$ cat src/rtl/ll_queue_ctrl_if.sv
// rtl/ll_queue_ctrl_if.sv - enqueue/dequeue streams and list-block link for ll_queue_ctrl (LLQ_OCCUPANCY_EN adds occupancy)
interface ll_queue_ctrl_if #(
    parameter int NUM_ELEMS  = 4,
    parameter int NUM_LISTS  = 2,
    parameter int DATA_WIDTH = 8,
    parameter int PTR_WIDTH  = $clog2(NUM_ELEMS),
    parameter int QID_WIDTH  = (NUM_LISTS > 1) ? $clog2(NUM_LISTS) : 1
);
    logic                           in_valid;
    logic                           in_ready;
    logic [QID_WIDTH-1:0]           in_qid;
    logic [DATA_WIDTH-1:0]          in_data;
    logic                           out_valid;
    logic                           out_ready;
    logic [QID_WIDTH-1:0]           out_qid;
    logic [DATA_WIDTH-1:0]          out_data;
    logic [NUM_LISTS-1:0]           push;
    logic [NUM_LISTS-1:0]           pop;
    logic                           ll_full;
    logic [NUM_LISTS-1:0]           ll_empty;
    logic [NUM_LISTS*PTR_WIDTH-1:0] ll_head;
    logic [NUM_LISTS*PTR_WIDTH-1:0] ll_tail;
`ifdef LLQ_OCCUPANCY_EN
    logic [NUM_LISTS*(PTR_WIDTH+1)-1:0] occupancy;
`endif

    modport slave (
        input  in_valid, in_qid, in_data,
        output in_ready,
        output out_valid, out_qid, out_data,
        input  out_ready,
        output push, pop,
        input  ll_full, ll_empty, ll_head, ll_tail
`ifdef LLQ_OCCUPANCY_EN
        , output occupancy
`endif
    );

    modport master (
        output in_valid, in_qid, in_data,
        input  in_ready,
        input  out_valid, out_qid, out_data,
        output out_ready,
        input  push, pop,
        output ll_full, ll_empty, ll_head, ll_tail
`ifdef LLQ_OCCUPANCY_EN
        , input occupancy
`endif
    );
endinterface

$ cat src/rtl/ll_queue_ctrl.sv
// rtl/ll_queue_ctrl.sv - linked-list queue control/payload stage, round-robin dequeue (LLQ_OCCUPANCY_EN adds per-queue occupancy)
module ll_queue_ctrl #(
    parameter int NUM_ELEMS  = 4,
    parameter int NUM_LISTS  = 2,
    parameter int DATA_WIDTH = 8,
    parameter int PTR_WIDTH  = $clog2(NUM_ELEMS),
    parameter int QID_WIDTH  = (NUM_LISTS > 1) ? $clog2(NUM_LISTS) : 1
) (
    input logic          clk,
    input logic          rst,
    ll_queue_ctrl_if.slave bus
);
    logic [DATA_WIDTH-1:0] mem [NUM_ELEMS];
    logic [PTR_WIDTH-1:0]  heads [NUM_LISTS];
    logic [PTR_WIDTH-1:0]  tails [NUM_LISTS];

    logic                  out_valid_q;
    logic [QID_WIDTH-1:0]  out_qid_q;
    logic [DATA_WIDTH-1:0] out_data_q;
    logic                  wr_pend;
    logic [QID_WIDTH-1:0]  wr_qid;
    logic [DATA_WIDTH-1:0] wr_data_q;
    logic [QID_WIDTH-1:0]  rr_ptr;

    logic                  pop_go;
    logic                  push_go;
    logic [QID_WIDTH-1:0]  pop_qid;
    logic [PTR_WIDTH-1:0]  wr_addr;
    logic [PTR_WIDTH-1:0]  rd_addr;
    logic [DATA_WIDTH-1:0] rd_data;
    logic [NUM_LISTS-1:0]  push_vec;
    logic [NUM_LISTS-1:0]  pop_vec;

    for (genvar g = 0; g < NUM_LISTS; g++) begin : g_unpack
        assign heads[g] = bus.ll_head[PTR_WIDTH*g +: PTR_WIDTH];
        assign tails[g] = bus.ll_tail[PTR_WIDTH*g +: PTR_WIDTH];
    end

    // Descending scan so the nearest non-empty list after 'last' wins.
    function automatic logic [QID_WIDTH-1:0] rr_pick(input logic [QID_WIDTH-1:0] last,
                                                     input logic [NUM_LISTS-1:0] nonempty);
        logic [QID_WIDTH-1:0] sel;
        logic [QID_WIDTH-1:0] idx;
        sel = last;
        for (int i = NUM_LISTS; i >= 1; i--) begin
            idx = QID_WIDTH'((int'(last) + i) % NUM_LISTS);
            if (nonempty[idx]) sel = idx;
        end
        return sel;
    endfunction

    always_comb begin
        pop_go   = (!out_valid_q || bus.out_ready) && (|(~bus.ll_empty));
        pop_qid  = rr_pick(rr_ptr, ~bus.ll_empty);
        push_go  = bus.in_valid && !bus.ll_full && !pop_go;
        wr_addr  = tails[wr_qid];
        rd_addr  = heads[pop_qid];
        // A slot pushed last cycle is only in wr_data_q until the write lands.
        rd_data  = (wr_pend && rd_addr == wr_addr) ? wr_data_q : mem[rd_addr];
        push_vec = push_go ? (NUM_LISTS'(1) << bus.in_qid) : '0;
        pop_vec  = pop_go ? (NUM_LISTS'(1) << pop_qid) : '0;
    end

    assign bus.in_ready  = !bus.ll_full && !pop_go;
    assign bus.push      = push_vec;
    assign bus.pop       = pop_vec;
    assign bus.out_valid = out_valid_q;
    assign bus.out_qid   = out_qid_q;
    assign bus.out_data  = out_data_q;

    always_ff @(posedge clk) begin
        if (rst) begin
            out_valid_q <= 1'b0;
            out_qid_q   <= '0;
            out_data_q  <= '0;
            wr_pend     <= 1'b0;
            wr_qid      <= '0;
            wr_data_q   <= '0;
            rr_ptr      <= QID_WIDTH'(NUM_LISTS - 1);
        end else begin
            if (pop_go) begin
                out_valid_q <= 1'b1;
                out_qid_q   <= pop_qid;
                out_data_q  <= rd_data;
                rr_ptr      <= pop_qid;
            end else if (bus.out_ready) begin
                out_valid_q <= 1'b0;
            end
            if (push_go) begin
                wr_pend   <= 1'b1;
                wr_qid    <= bus.in_qid;
                wr_data_q <= bus.in_data;
            end else begin
                wr_pend   <= 1'b0;
            end
        end
    end

    // The list block has already linked the new slot as tail when this write lands.
    always_ff @(posedge clk) begin
        if (!rst && wr_pend) mem[wr_addr] <= wr_data_q;
    end

`ifdef LLQ_OCCUPANCY_EN
    logic [PTR_WIDTH:0] occ [NUM_LISTS];
    for (genvar g = 0; g < NUM_LISTS; g++) begin : g_occ
        always_ff @(posedge clk) begin
            if (rst)              occ[g] <= '0;
            else if (push_vec[g]) occ[g] <= occ[g] + 1'b1;
            else if (pop_vec[g])  occ[g] <= occ[g] - 1'b1;
        end
        assign bus.occupancy[(PTR_WIDTH+1)*g +: PTR_WIDTH+1] = occ[g];
    end
`endif
endmodule

$ cat src/flat_wrapper.sv
// flat-port wrapper written by rule: the top's interface ports become plain ports
module ll_queue_ctrl_flat 
#(
    parameter int NUM_ELEMS  = 4,
    parameter int NUM_LISTS  = 2,
    parameter int DATA_WIDTH = 8,
    parameter int PTR_WIDTH  = $clog2(NUM_ELEMS),
    parameter int QID_WIDTH  = (NUM_LISTS > 1) ? $clog2(NUM_LISTS) : 1
)
  (clk, rst, bus_in_valid, bus_in_qid, bus_in_data, bus_in_ready, bus_out_valid, bus_out_qid, bus_out_data, bus_out_ready, bus_push, bus_pop, bus_ll_full, bus_ll_empty, bus_ll_head, bus_ll_tail);
  ll_queue_ctrl_if #(.NUM_ELEMS(NUM_ELEMS), .NUM_LISTS(NUM_LISTS), .DATA_WIDTH(DATA_WIDTH), .PTR_WIDTH(PTR_WIDTH), .QID_WIDTH(QID_WIDTH)) bus_i ();
  input logic clk;
  input logic rst;
  input wire logic [$bits(bus_i.in_valid)-1:0] bus_in_valid;
  input wire logic [$bits(bus_i.in_qid)-1:0] bus_in_qid;
  input wire logic [$bits(bus_i.in_data)-1:0] bus_in_data;
  output wire logic [$bits(bus_i.in_ready)-1:0] bus_in_ready;
  output wire logic [$bits(bus_i.out_valid)-1:0] bus_out_valid;
  output wire logic [$bits(bus_i.out_qid)-1:0] bus_out_qid;
  output wire logic [$bits(bus_i.out_data)-1:0] bus_out_data;
  input wire logic [$bits(bus_i.out_ready)-1:0] bus_out_ready;
  output wire logic [$bits(bus_i.push)-1:0] bus_push;
  output wire logic [$bits(bus_i.pop)-1:0] bus_pop;
  input wire logic [$bits(bus_i.ll_full)-1:0] bus_ll_full;
  input wire logic [$bits(bus_i.ll_empty)-1:0] bus_ll_empty;
  input wire logic [$bits(bus_i.ll_head)-1:0] bus_ll_head;
  input wire logic [$bits(bus_i.ll_tail)-1:0] bus_ll_tail;
  assign bus_i.in_valid = bus_in_valid;
  assign bus_i.in_qid = bus_in_qid;
  assign bus_i.in_data = bus_in_data;
  assign bus_in_ready = bus_i.in_ready;
  assign bus_out_valid = bus_i.out_valid;
  assign bus_out_qid = bus_i.out_qid;
  assign bus_out_data = bus_i.out_data;
  assign bus_i.out_ready = bus_out_ready;
  assign bus_push = bus_i.push;
  assign bus_pop = bus_i.pop;
  assign bus_i.ll_full = bus_ll_full;
  assign bus_i.ll_empty = bus_ll_empty;
  assign bus_i.ll_head = bus_ll_head;
  assign bus_i.ll_tail = bus_ll_tail;
  ll_queue_ctrl #(.NUM_ELEMS(NUM_ELEMS), .NUM_LISTS(NUM_LISTS), .DATA_WIDTH(DATA_WIDTH), .PTR_WIDTH(PTR_WIDTH), .QID_WIDTH(QID_WIDTH)) u_core (.clk(clk), .rst(rst), .bus(bus_i));
endmodule
$ cat config.mk
export PLATFORM = sky130hd
export DESIGN_NAME = ll_queue_ctrl_flat
export DESIGN_NICKNAME = d
export VERILOG_FILES = /design/src/rtl/ll_queue_ctrl_if.sv /design/src/rtl/ll_queue_ctrl.sv /design/src/flat_wrapper.sv
export SDC_FILE = /design/constraint.sdc
export NUM_CORES = 1
export LEC_CHECK = 0
export CORE_MARGIN = 2
export CORE_UTILIZATION = 55
export CTS_CLUSTER_SIZE = 30
export DETAILED_ROUTE_END_ITERATION = 16
export DONT_BUFFER_PORTS = 1
export PLACE_DENSITY = 0.7
export SYNTH_ARGS = -nofsm -noshare
export SYNTH_HDL_FRONTEND = slang
export SYNTH_SLANG_ARGS = --single-unit
$ cat constraint.sdc
create_clock -name clk -period 2.7 [get_ports clk]
set_input_delay 0.81 -clock clk [delete_from_list [all_inputs] [get_ports clk]]
set_output_delay 0.81 -clock clk [all_outputs]
set_load 0.01 [all_outputs]
# Yosys cells after proc, flatten, opt, wreduce, memory -nomap -nowiden
# Memory sizes are Yosys's and may differ from the RTL's. A register that Yosys moved wholly into a read port is not among the register bits.
# Cells that the tools add are included.
# totals
ff_bits,13
latchBits,0
ramBits,32
rom_bits,0
input_bits,24
output_inout_bits,15
word_cells,49
n_memories,1
# op_classes
n_addsub,2
mul,0
div,0
order_cmp,4
n_eq_ne,0
shifts,2
muxes,19
bitwise_logic,3
reduce_logical,12
# memory_table
memory,depth,width,read_ports,rd_clocked_by_memory_dff,wr,line_no,source
u_core.mem,4,8,1,1,1,ll_queue_ctrl.sv:13,logic [DATA_WIDTH-1:0] mem [NUM_ELEMS];
# ops
cell,n
$mux W2,8
$mux W1,11
$logic_and A1 B1 Y1,5
$ge A2 B2 Y1 const B,2
$logic_not A1 Y1,4
$lt A1 B2 Y1 const B,2
$not A1 Y2,2
$shl A1 B1 Y2 const A,2
$add A1 B1 Y1 const B,2
$not A2 Y2,1
$reduce_bool A2 Y1,1
$reduce_or A2 Y1,1
$logic_or A1 B1 Y1,1

# Depth between registers and ports, before layout
# depth
ltp_word,9
ltp_mapped,7
ltp_nobuf,6

# Least setup slack after synthesis
# OpenSTA, ideal clock, no wires.
# synth_timing
path_kind,input to output
from,in bus_out_ready
to,out bus_push[1]
arrival_time_ps,1945
required_time_ps,1890
path_slack_ps,-55
cell_stages,7
path_buffers,1
path_cell_list,nand2b_1 a21boi_1 nor2_1 and2_1 clkbuf_1 nand2_1 inv_1
# synth_between
elab_chain_len,5
# synth_lines
item,line_no,source
"start, declared",flat_wrapper.sv:21,input wire logic [$bits(bus_i.out_ready)-1:0] bus_out_ready;
$logic_or A1 B1 Y1,ll_queue_ctrl.sv:53,pop_go = (!out_valid_q || bus.out_ready) && (|(~bus.ll_empty));
$logic_and A1 B1 Y1,ll_queue_ctrl.sv:53,
$logic_not A1 Y1,ll_queue_ctrl.sv:55,push_go = bus.in_valid && !bus.ll_full && !pop_go;
$logic_and A1 B1 Y1,ll_queue_ctrl.sv:55,
$mux W2,ll_queue_ctrl.sv:60,push_vec = push_go ? (NUM_LISTS'(1) << bus.in_qid) : '0;
"end, declared",flat_wrapper.sv:22,output wire logic [$bits(bus_i.push)-1:0] bus_push;
# Every way passes these cells.

# Final worst setup path
# layout_timing
from,in bus_out_ready
to,out bus_pop[0]
# layout_between
elab_chain_len,3
# layout_lines
item,line_no,source
$logic_or A1 B1 Y1,ll_queue_ctrl.sv:53,
$logic_and A1 B1 Y1,ll_queue_ctrl.sv:53,
$mux W2,ll_queue_ctrl.sv:61,pop_vec = pop_go ? (NUM_LISTS'(1) << pop_qid) : '0;
"end, declared",flat_wrapper.sv:23,output wire logic [$bits(bus_i.pop)-1:0] bus_pop;
# Every way passes these cells.

==> summary.txt <==
Worst setup path
  • WP depth: 4
  • CP Cell Sequence: nand2b_1 > a21boi_1 > buf_4 > and2b_1
  • Req. time, crit path: roughly 1.9 ns
  • Worst path max stage delay: roughly 0.36 ns
  • Critical Path End: bus_pop[0]
  • Crit path max-delay family: compound AO/OA/AOI/OAI gates
  • CP Data Arrival Time: roughly 1.7 ns
  • Slowest-stage cell, CP: a21boi_1
  • Worst R2R Setup Slack: 0.55 ns
  • Worst r2r src: u_core.rr_ptr$_SDFFE_PP1P_
  • Critical Path End Type: output port
  • Reg2Reg Depth: 5
  • Critical path origin: bus_out_ready
  • Worst setup path class: in -> out
  • Critical Path Start Type: input port
  • CP bufs+invs: 1
  • Critical-path maximum fanout: 6
  • Reg2reg end: u_core.bus.out_data[0]$_SDFFE_PP0P_

Finish
  • Finished Cell Area: approximately 2300 um^2
  • Most frequent cells in the layout: edfxtp_1, dfxtp_1, nand2_1
  • N_diodes: 0
  • Multi-input logic area: a little over 700 um^2
  • Fin cells: around 200
  • Area growth, synth to finish: 7.35%
  • Share of layout cells above drive strength 1: 11.9%
  • Nets: 175
  • FF+latch area: 1380 um^2
  • Leading cell type in the layout, fill and taps excluded: edfxtp_1
  • Filler Cells Inserted: 294

Placement
  • Post-DP Area: 2190 um^2
  • Gpl congestion: approximately 0.70
  • Setup WS pre-CTS: 0.160 ns
  • Dpl cells: 192
  • IO buf count: 0
  • Final HPWL from detailed placement: 2.53 mm

Routing
  • Routed len/inst: ~17 um
  • Detailed-route via count: approximately 1100
  • WL final: 3.29 mm
  • Post-DRT Antenna Nets: 0
  • Pre-antenna DRT Iters: 4
  • Vias per inst: 5.60
  • DRC: 0
  • Drt initial violations: 59

Synth
  • Avg Inst Size Synth: 14.8 um^2
  • Syn_nets: 167
  • Ys async rst share: 0%
  • Synthesis Warnings: 0
  • Main synth FF type: edfxtp_1
  • Sequential fraction of the synthesis area: between 60% and 70%
  • Synthesized area: 2110 um^2
  • Yosys reg bits: 53
  • Post-synth EDFFs: 32
  • Cell variety after synth: 26
  • Syn Inst Count: about 140

GRT
  • Met2 Use GR: 27.9%
  • All-Layer GR Usage: 17.6%
  • M3 GR Usage: 4.77%
  • Initial antenna violation count: 0
  • Vias in the first global route: 1114
  • Met1 Track Usage GR: about a quarter
  • First-pass GRT wire length: 5.51 mm
  • GRT Max-Usage Layer: met2
  • Pin count of the biggest net entering global routing: 17
  • Grt total ovfl: 0

Clocking
  • Post-CTS Setup Inserts: 0
  • CTS Buf Count: 5
  • Post-CTS sizing: 0
  • Clk slew on worst S/H paths: approximately 0.070 ns
  • H-tree depth: 2
  • CTS tree: done
  • Clock latency at the later pin of the worst-skew pair: 0.29 ns
  • Clk root buf: clkbuf_8
  • CTS Sinks: 53
  • CTS max path bufs: 2
  • Hold Buf Count CTS: 0

Floorplan
  • Die Width: 66.0 um
  • Io pins: 39
  • Core ar.: 3690 um^2
  • Die area: 4350 um^2
  • Chip Height: roughly 66 um
  • Initial Utilization: 57.3%
  • Row Count: 22

Timing
  • Clock Skew: roughly 0.0095 ns
  • Crit path time final: around 2.5 ns
  • Final Hold Viols: 0
  • FMAX: approximately 400 MHz
  • Fin Setup TNS: 0 ns
  • WHS: 0.525 ns
  • # setup viols final: 0
  • RSZ-0062 raised after global routing: no
  • Setup ws final: 0.203 ns
  • Worst-margin pin slew: 0.692 ns
  • Slew HR: 53.7%
  • Crit share post-route: ~92%
  • Final max-slew violation count: 0

Pwr
  • Static leakage power: 0.722 nW
  • Maximum VDD drop: 357 uV
  • PD cells: 618 nW/um^2

Status
  • Status: finished, final reports clean

Hold path
  • Min-delay worst type: reg -> reg

Flow run
  • Max-Cap Viols: 0
kinds of logic (layout without fill, tap and decap cells):
| family | count (synthesis) | in the layout | share of synthesized area, % |
|---|---|---|---|
| AO/OA/AOI/OAI | 22 | 22 | 8.12 |
| AND/OR/NAND/NOR | 48 | 48 | 10.8 |
| flip-flops | 53 | 53 | 65.4 |
| multiplexers | 14 | 14 | 14.0 |
| buffers and inverters | 5 | 13 | 1.24 |
| XOR/XNOR | 1 | 1 | 0.415 |
through the flow:
stage                     power, mW  utilization, %
final                          1.40            61.5
after CTS                      1.42            61.5
after global placement         1.02            59.4
after global routing           1.47            61.5
after floorplan                1.00               -
after detailed placement       1.03            59.4
worst min-delay path: stages (launching register included):
cell and delay (ns):
dfxtp_1 0.36, nand2_1 0.07, a21oi_1 0.05
cells in the mapped netlist (2+ instances only):
master,instances,area share [%]
edfxtp_1,32,45
dfxtp_1,21,20
nor2_1,10,1.8
clkbuf_1,3,0.53
nand2b_1,3,0.89
mux2i_1,3,1.4
mux4_1,8,10
and2_1,10,3.0
mux2i_4,2,2.1
a21oi_1,9,2.1
nand2_1,20,3.6
a221o_1,8,3.8
worst min path at each step:
stage / end / depth (start not counted) / startpoint / slack (ns)
2_1_floorplan: u_core.wr_data_q[0]$_SDFFE_PP0P_ / 2 / u_core.wr_data_q[0]$_SDFFE_PP0P_ / 0.48
3_3_place_gp: u_core.wr_data_q[0]$_SDFFE_PP0P_ / 2 / u_core.wr_data_q[0]$_SDFFE_PP0P_ / 0.51
3_5_place_dp: u_core.wr_qid$_SDFFE_PP0P_ / 2 / u_core.wr_qid$_SDFFE_PP0P_ / 0.52
4_1_cts: u_core.wr_qid$_SDFFE_PP0P_ / 2 / u_core.wr_qid$_SDFFE_PP0P_ / 0.53
5_1_grt: u_core.wr_data_q[4]$_SDFFE_PP0P_ / 1 / rst / 0.56
6_report: u_core.wr_qid$_SDFFE_PP0P_ / 2 / u_core.wr_qid$_SDFFE_PP0P_ / 0.53
flip-flops by register name, summed over array words and instances (netlist names):
register / count
u_core.bus.out_qid: 1
u_core.bus.out_valid: 1
u_core.mem: 32
u_core.wr_qid: 1
u_core.bus.out_data: 8
u_core.wr_pend: 1
u_core.rr_ptr: 1
u_core.wr_data_q: 8
area by class of cell:
cell class | instances | share of cell area, %
timing repair buffer | 5 | 1.66
sequential | 53 | 60.9
inverter | 1 | 0.166
multi-input combinational | 85 | 31.2
tap | 48 | 2.65
clock buffer | 6 | 3.20
clock inverter | 1 | 0.221
layer usage:
layer / vias up / routed length [um]
met5: - / 0
met1: 521 / 1510
met3: 2 / 252
met4: 0 / 22
met2: 38 / 1500
li1: 553 / -
power breakdown:
group | internal [mW] | switching (mW)
Clock | 0.176 | 0.217
Sequential | 0.876 | 0.0259
Combinational | 0.0568 | 0.0495
Power figures use the tool's default switching activity.
